==> config.mk <==
export PLATFORM = sky130hd
export DESIGN_NAME = jump_branch_unit
export DESIGN_NICKNAME = d
export VERILOG_FILES = /design/src/rtl/jump_branch_unit_pkg.sv /design/src/rtl/jump_branch_unit_branch_cmp.sv /design/src/rtl/jump_branch_unit.sv
export SDC_FILE = /design/constraint.sdc
export NUM_CORES = 1
export LEC_CHECK = 0
export ABC_AREA = 1
export BUFFER_PORTS_ARGS = -buffer_cell sky130_fd_sc_hd__buf_4
export CORE_UTILIZATION = 35
export DETAILED_ROUTE_END_ITERATION = 10
export PLACE_DENSITY_LB_ADDON = 0.1
export SYNTH_ARGS = -nofsm -noshare
export SYNTH_HDL_FRONTEND = slang
export SYNTH_SLANG_ARGS = --single-unit
==> constraint.sdc <==
create_clock -name iCLK -period 2 [get_ports iCLK]
set_input_delay 0.4 -clock iCLK [delete_from_list [all_inputs] [get_ports iCLK]]
set_output_delay 0.4 -clock iCLK [all_outputs]
set_load 0.005 [all_outputs]
==> src/rtl/jump_branch_unit_pkg.sv <==
// Shared core constants for the execute-stage control-transfer unit:
// opcodes, branch funct3 codes and the squash FSM state type.
package jump_branch_unit_pkg;

   localparam logic [6:0] OP_JAL    = 7'b1101111;
   localparam logic [6:0] OP_JALR   = 7'b1100111;
   localparam logic [6:0] OP_BRANCH = 7'b1100011;

   localparam logic [2:0] F3_BEQ  = 3'b000;
   localparam logic [2:0] F3_BNE  = 3'b001;
   localparam logic [2:0] F3_BLT  = 3'b100;
   localparam logic [2:0] F3_BGE  = 3'b101;
   localparam logic [2:0] F3_BLTU = 3'b110;
   localparam logic [2:0] F3_BGEU = 3'b111;

   typedef enum logic {
      ST_IDLE  = 1'b0,
      ST_FLUSH = 1'b1
   } state_e;

endpackage

==> src/rtl/jump_branch_unit_branch_cmp.sv <==
// Combinational B-type condition evaluator; funct3 010/011 are flagged illegal.
module branch_cmp
   import jump_branch_unit_pkg::*;
#(
   parameter int XLEN = 32
) (
   input  logic [2:0]      funct3,
   input  logic [XLEN-1:0] rs1,
   input  logic [XLEN-1:0] rs2,
   output logic            take,
   output logic            illegal
);

   always_comb begin
      take    = 1'b0;
      illegal = 1'b0;
      case (funct3)
         F3_BEQ:  take = (rs1 == rs2);
         F3_BNE:  take = (rs1 != rs2);
         F3_BLT:  take = ($signed(rs1) <  $signed(rs2));
         F3_BGE:  take = ($signed(rs1) >= $signed(rs2));
         F3_BLTU: take = (rs1 <  rs2);
         F3_BGEU: take = (rs1 >= rs2);
         default: illegal = 1'b1;
      endcase
   end

endmodule

==> src/rtl/jump_branch_unit.sv <==
// Resolves JAL/JALR/B-type transfers, registers redirect/link results and
// sequences the squash of younger slots after a taken, aligned transfer.
module jump_branch_unit
   import jump_branch_unit_pkg::*;
#(
   parameter int XLEN        = 32,
   parameter int FLUSH_SLOTS = 2,
   parameter int IALIGN      = 32
) (
   input  logic            iCLK,
   input  logic            iRST_N,
   input  logic            iVALID,
   input  logic [31:0]     iIR,
   input  logic [XLEN-1:0] iPC,
   input  logic [XLEN-1:0] iRS1,
   input  logic [XLEN-1:0] iRS2,
   output logic [4:0]      oRD,
   output logic [XLEN-1:0] oREG_IN,
   output logic            oWE,
   output logic            oREDIRECT,
   output logic [XLEN-1:0] oPCBR,
   output logic            oFLUSH,
   output logic            oMISALIGN,
   output logic            oILLEGAL
);

   localparam logic [2:0] FLUSH_INIT = 3'(FLUSH_SLOTS);

   logic [6:0]      opcode;
   logic [2:0]      funct3;
   logic [4:0]      rd;
   logic [XLEN-1:0] imm_j, imm_i, imm_b;
   logic [XLEN-1:0] tgt_jal, tgt_jalr_sum, tgt_jalr, tgt_br, link;
   logic            br_take, br_illegal;

   state_e          state_q, state_d;
   logic [2:0]      cnt_q, cnt_d;
   logic [4:0]      rd_q, rd_d;
   logic [XLEN-1:0] reg_in_q, reg_in_d, pcbr_q, pcbr_d;
   logic            we_q, we_d, redirect_q, redirect_d, flush_q, flush_d;
   logic            misalign_q, misalign_d, illegal_q, illegal_d;

   logic            accept, is_jal, is_jalr, is_br, taken, mis;
   logic [XLEN-1:0] target;

   assign opcode = iIR[6:0];
   assign funct3 = iIR[14:12];
   assign rd     = iIR[11:7];

   assign imm_j = {{(XLEN-21){iIR[31]}}, iIR[31], iIR[19:12], iIR[20], iIR[30:21], 1'b0};
   assign imm_i = {{(XLEN-12){iIR[31]}}, iIR[31:20]};
   assign imm_b = {{(XLEN-13){iIR[31]}}, iIR[31], iIR[7], iIR[30:25], iIR[11:8], 1'b0};

   assign tgt_jal      = iPC + imm_j;
   assign tgt_jalr_sum = iRS1 + imm_i;
   assign tgt_jalr     = {tgt_jalr_sum[XLEN-1:1], 1'b0};
   assign tgt_br       = iPC + imm_b;
   assign link         = iPC + XLEN'(4);

   branch_cmp #(.XLEN(XLEN)) u_branch_cmp (
      .funct3  (funct3),
      .rs1     (iRS1),
      .rs2     (iRS2),
      .take    (br_take),
      .illegal (br_illegal)
   );

   always_comb begin
      accept  = (state_q == ST_IDLE) && iVALID;
      is_jal  = (opcode == OP_JAL);
      is_jalr = (opcode == OP_JALR) && (funct3 == 3'b000);
      is_br   = (opcode == OP_BRANCH);
      taken   = accept && (is_jal || is_jalr || (is_br && br_take));
      if (is_jal)
         target = tgt_jal;
      else if (is_jalr)
         target = tgt_jalr;
      else
         target = tgt_br;
   end

   // 16-bit alignment only requires an even target
   if (IALIGN == 16) begin : g_align16
      assign mis = target[0];
   end else begin : g_align32
      assign mis = (target[1:0] != 2'b00);
   end

   always_comb begin
      state_d = state_q;
      cnt_d   = cnt_q;
      case (state_q)
         ST_IDLE: begin
            if (taken && !mis) begin
               state_d = ST_FLUSH;
               cnt_d   = FLUSH_INIT;
            end
         end
         default: begin
            if (cnt_q <= 3'd1) begin
               state_d = ST_IDLE;
               cnt_d   = 3'd0;
            end else begin
               cnt_d = cnt_q - 3'd1;
            end
         end
      endcase

      flush_d    = (state_d == ST_FLUSH);
      redirect_d = taken && !mis;
      misalign_d = taken && mis;
      illegal_d  = accept && is_br && br_illegal;
      we_d       = accept && (is_jal || is_jalr) && (rd != 5'd0) && !mis;
      pcbr_d     = redirect_d ? target : pcbr_q;
      reg_in_d   = (accept && (is_jal || is_jalr)) ? link : reg_in_q;
      rd_d       = (accept && (is_jal || is_jalr)) ? rd : rd_q;
   end

   always_ff @(posedge iCLK or negedge iRST_N) begin
      if (!iRST_N) begin
         state_q    <= ST_IDLE;
         cnt_q      <= 3'd0;
         rd_q       <= 5'd0;
         reg_in_q   <= '0;
         pcbr_q     <= '0;
         we_q       <= 1'b0;
         redirect_q <= 1'b0;
         flush_q    <= 1'b0;
         misalign_q <= 1'b0;
         illegal_q  <= 1'b0;
      end else begin
         state_q    <= state_d;
         cnt_q      <= cnt_d;
         rd_q       <= rd_d;
         reg_in_q   <= reg_in_d;
         pcbr_q     <= pcbr_d;
         we_q       <= we_d;
         redirect_q <= redirect_d;
         flush_q    <= flush_d;
         misalign_q <= misalign_d;
         illegal_q  <= illegal_d;
      end
   end

   assign oRD       = rd_q;
   assign oREG_IN   = reg_in_q;
   assign oWE       = we_q;
   assign oREDIRECT = redirect_q;
   assign oPCBR     = pcbr_q;
   assign oFLUSH    = flush_q;
   assign oMISALIGN = misalign_q;
   assign oILLEGAL  = illegal_q;

endmodule

==> metrics.md <==
| Metric | Value |
|---|---|
| Vias per cell | ~5 |
| Critical Path AT | 2.53 ns |
| Syn_nets | approximately 1900 |
| Starting Density | 0.357 |
| Count of buffers from port buffering | 204 |
| Crit path required time | roughly 2.3 ns |
| Max Freq | approximately 440 MHz |
| Synthesized area | just over 10000 um^2 |
| Clk Tree Root Cell | clkbuf_16 |
| Antenna Cells | 0 |
| Number of detailed-route iterations in the first pass | 5 |
| CTS tree | done |
| P_leak | 8.78 nW |
| YS warnings | 0 |
| Largest cells by area after synthesis | dfrtp_1, nand2_1, ha_1, a21oi_1, inv_1 |
| CP top delay family | simple AND/OR/NAND/NOR gates |
| Fin cells | ~2700 |
| First-pass GRT wire length | approximately 70000 um |
| CTS H-tree lvls | 3 |
| Setup violators final | 38 |
| Max IR drop VDD | a little over 0.3 mV |
| IO Pins | 205 |
| Initial antenna violation count | 0 |
| Crit share post-route | 1.14 |
| Worst setup EP type | register |
| Clk buf depth | 2 |
| Nature of the critical path startpoint | input port |
| Worst setup margin | -0.276 ns |
| Post-synthesis simple-gate area fraction | 0.348 |
| Share of flip-flops with an asynchronous set or reset | 1.00 |
| Largest family of logic cells by synthesized area | simple AND/OR/NAND/NOR gates |
| Critical Path Fanout Max | 4 |
| Core box area | roughly 29000 um^2 |
| Vias in the first global route | roughly 13000 |
| Final Hold Viols | 0 |
| GP Congestion | 0.969 |
| Post-synth top area cell | dfrtp_1 |
| WL per Instance | roughly 17 um |
| Reg clk slew, reported paths | around 0.070 ns |
| DP Worst Slack | -0.918 ns |
| Gr usage total | 0.298 |
| Die ar. | 30100 um^2 |
| Register area | ~1900 um^2 |
| Post-Route WL | 45800 um |
| Final nets | 2516 |
| Post-synth top area share | 0.187 |
| Post-route ant nets | 0 |
| Synth Instances | approximately 1700 |
| DRC viols | 0 |
| Largest net degree at the start of global routing | 55 |
| Synth Flop Type | dfrtp_1 |
| Yosys reg bits | 77 |
| Vias post-DR | 13400 |
| Failing checks | negative setup slack |
| Number of DRC markers in iteration 0 | ~700 |
| Worst skew pair latency | about 0.37 ns |
| RSZ-0062 raised after global routing | true |
| Clock Skew | between 0.009 and 0.01 ns |
| Critical path's slowest cell | ha_4 |
| Pwr Density | 452 nW/um^2 |
| Fillers | between 2000 and 3000 |
| WP buf/inv | 5 |
| Post-layout minimum cycle time | around 2.3 ns |
| Rows | 62 |
| Compound-Gate Fraction of Synth Area | 0.196 |
| CP Cell Sequence | buf_8 -> inv_12 -> ha_4 -> nand2_4 -> nor2_4 -> nand2_2 -> nor3b_4 -> buf_6 -> nand2_4 -> nand2_2 -> nand2_2 -> nand3_2 -> nand2_2 -> nand3_4 -> nand2_4 -> nand2_8 -> nand2_8 -> buf_6 -> buf_6 -> nand2_2 -> nand2_1 |
| Critical Path Max Stage Delay | around 0.27 ns |
| Status | complete, but fails checks |
| Sink Count | between 70 and 80 |
| Post-Syn Area per Cell | about 6.1 um^2 |
| Library cells used by synthesis | between 40 and 50 |
| Final slew viol count | 0 |
| Max-Slew Margin vs Limit | 0.539 |
| Inst Count DP | 2622 |
| Cell mode on critical path | nand2_2 |
| Gr ovfl total | 0 |
| Total CTS buffers | 9 |
| Die X | 173 um |
| Area grow syn2layout | 68.7% |
| Synth Area in XOR/XNOR | 0.0315 |
| Actual slew at the worst max-slew pin | about 0.69 ns |
| Mux share of post-synthesis cell area | 0 |
| Post-synth EDFFs | 0 |
| Max-cap viol count | 0 |
| Die extent in y | around 170 um |
| DP HPWL | 37700 um |
| WS Path Type | in -> reg |
| Hold Path Class | in -> reg |
| Synth Area in Adders | 0.137 |
| Share of layout cells above drive strength 1 | 0.405 |
| Multi-input logic area | 8870 um^2 |
| Sequential fraction of the synthesis area | 0.187 |
cells in the mapped netlist, drive strengths merged, types with 2 or more instances:
cell,n
nor3,27
or2,6
nand4,30
inv,231
nand3,129
nand2,455
dfrtp,77
xnor2,8
clkbuf,12
nand3b,10
xor2,29
ha,108
a21o,14
nor4,4
o211ai,4
o21bai,9
a21boi,2
and3,3
fa,3
a31oi,5
and2,2
o31ai,3
a21oi,175
buf,17
o21a,14
o21ai,140
nor2,160
state kept, by name, summed over array words and instances, names as in the netlist:
name       cells
oREG_IN       32
oMISALIGN      1
oILLEGAL       1
oREDIRECT      1
oRD            5
oPCBR         32
oFLUSH         1
oWE            1
cnt_q          3
worst reg2reg max path, stage by stage, from the launching register on:
cell     delay, ns
dfrtp_1       0.43
inv_1         0.11
nand2_1       0.12
nor2_1        0.11
nand3_1       0.14
a21oi_1       0.29
nand2_4       0.13
nand2_8       0.14
nand2_8       0.08
buf_6         0.12
buf_6         0.11
nand2_2       0.05
nand2_1       0.04
kinds of logic (layout without fill, tap and decap cells):
family | after synthesis | count (layout)
AO/OA/AOI/OAI | 372 | 372
flip-flops | 77 | 77
XOR/XNOR | 37 | 37
AND/OR/NAND/NOR | 827 | 828
buffers and inverters | 261 | 854
adder cells (fa/ha/maj) | 111 | 111
final cells by class:
type | instances | area share
clock buffer | 9 | 0.0130
timing repair buffer | 606 | 0.279
sequential | 77 | 0.111
tap | 384 | 0.0277
multi-input combinational | 1348 | 0.511
clock inverter | 7 | 0.00591
inverter | 232 | 0.0521
cell usage in the layout (no fill, tap or decap), types with 4 or more instances in the layout:
cell type,n
a21o_1,14
a21oi_1,139
a21oi_2,32
a21oi_4,4
a31oi_1,5
buf_12,10
buf_4,559
buf_6,31
clkbuf_16,9
dfrtp_1,77
ha_1,58
ha_4,48
inv_1,205
inv_2,19
inv_4,4
inv_6,6
nand2_1,385
nand2_2,55
nand2_4,13
nand3_1,108
nand3_2,17
nand3_4,4
nand3b_1,10
nand4_1,28
nor2_1,113
nor2_2,26
nor2_4,21
nor3_1,16
nor3_2,10
o211ai_1,4
o21a_1,14
o21ai_0,81
o21ai_1,40
o21ai_2,17
o21bai_1,7
or2_2,6
xnor2_1,8
xor2_1,27
through the flow:
stage	power, W	setup TNS [ns]	hold WS, ns	utilization	instance area, um^2
2_1_floorplan	0.00350	-4.54	0.104	-	10500
3_3_place_gp	0.00540	-47.51	0.237	0.528	15200
3_5_place_dp	0.00544	-47.54	0.238	0.528	15200
4_1_cts	0.00768	-5.38	0.296	0.580	16700
5_1_grt	0.00833	-12.53	0.329	0.603	17400
6_report	0.00784	-8.50	0.316	0.603	17400
power by group:
group	switching [W]	internal, W
combinational	0.00218	0.00201
sequential	0.0000911	0.00168
clock	0.000759	0.00111
path summary, 6_finish.rpt:
path / startpoint / to / slack, ns / depth (start not counted)
max in group asynchronous: iRST_N / oPCBR[10] / 1.05 / 3
worst min register to register: oREG_IN[0] / oREG_IN[0] / 0.47 / 2
worst max-delay path: iRS2[31] / oPCBR[22] / -0.28 / 21
worst min-delay path: iPC[0] / oREG_IN[0] / 0.32 / 3
min in group asynchronous: iRST_N / oRD[0] / 0.42 / 2
worst max register to register: oFLUSH / oPCBR[22] / 0.04 / 12
layer usage:
layer / track usage / vias up / share of wire
met5: 0 / - / 0
met4: 0.129 / 0 / 0.042
met3: 0.0268 / 69 / 0.040
met2: 0.521 / 339 / 0.48
met1: 0.373 / 6252 / 0.44
li1: - / 6779 / -
timing repair:
action | in CTS | in global routing
cloned | 2 | 0
setup buffers | 11 | 12
hold buffers | 1 | 0
gates resized for setup | 262 | 126
setup endpoints to repair | 69 | 68
hold endpoints to repair | 8 | 0
pin swaps | 67 | 49
(Power assumes the default switching activity.)
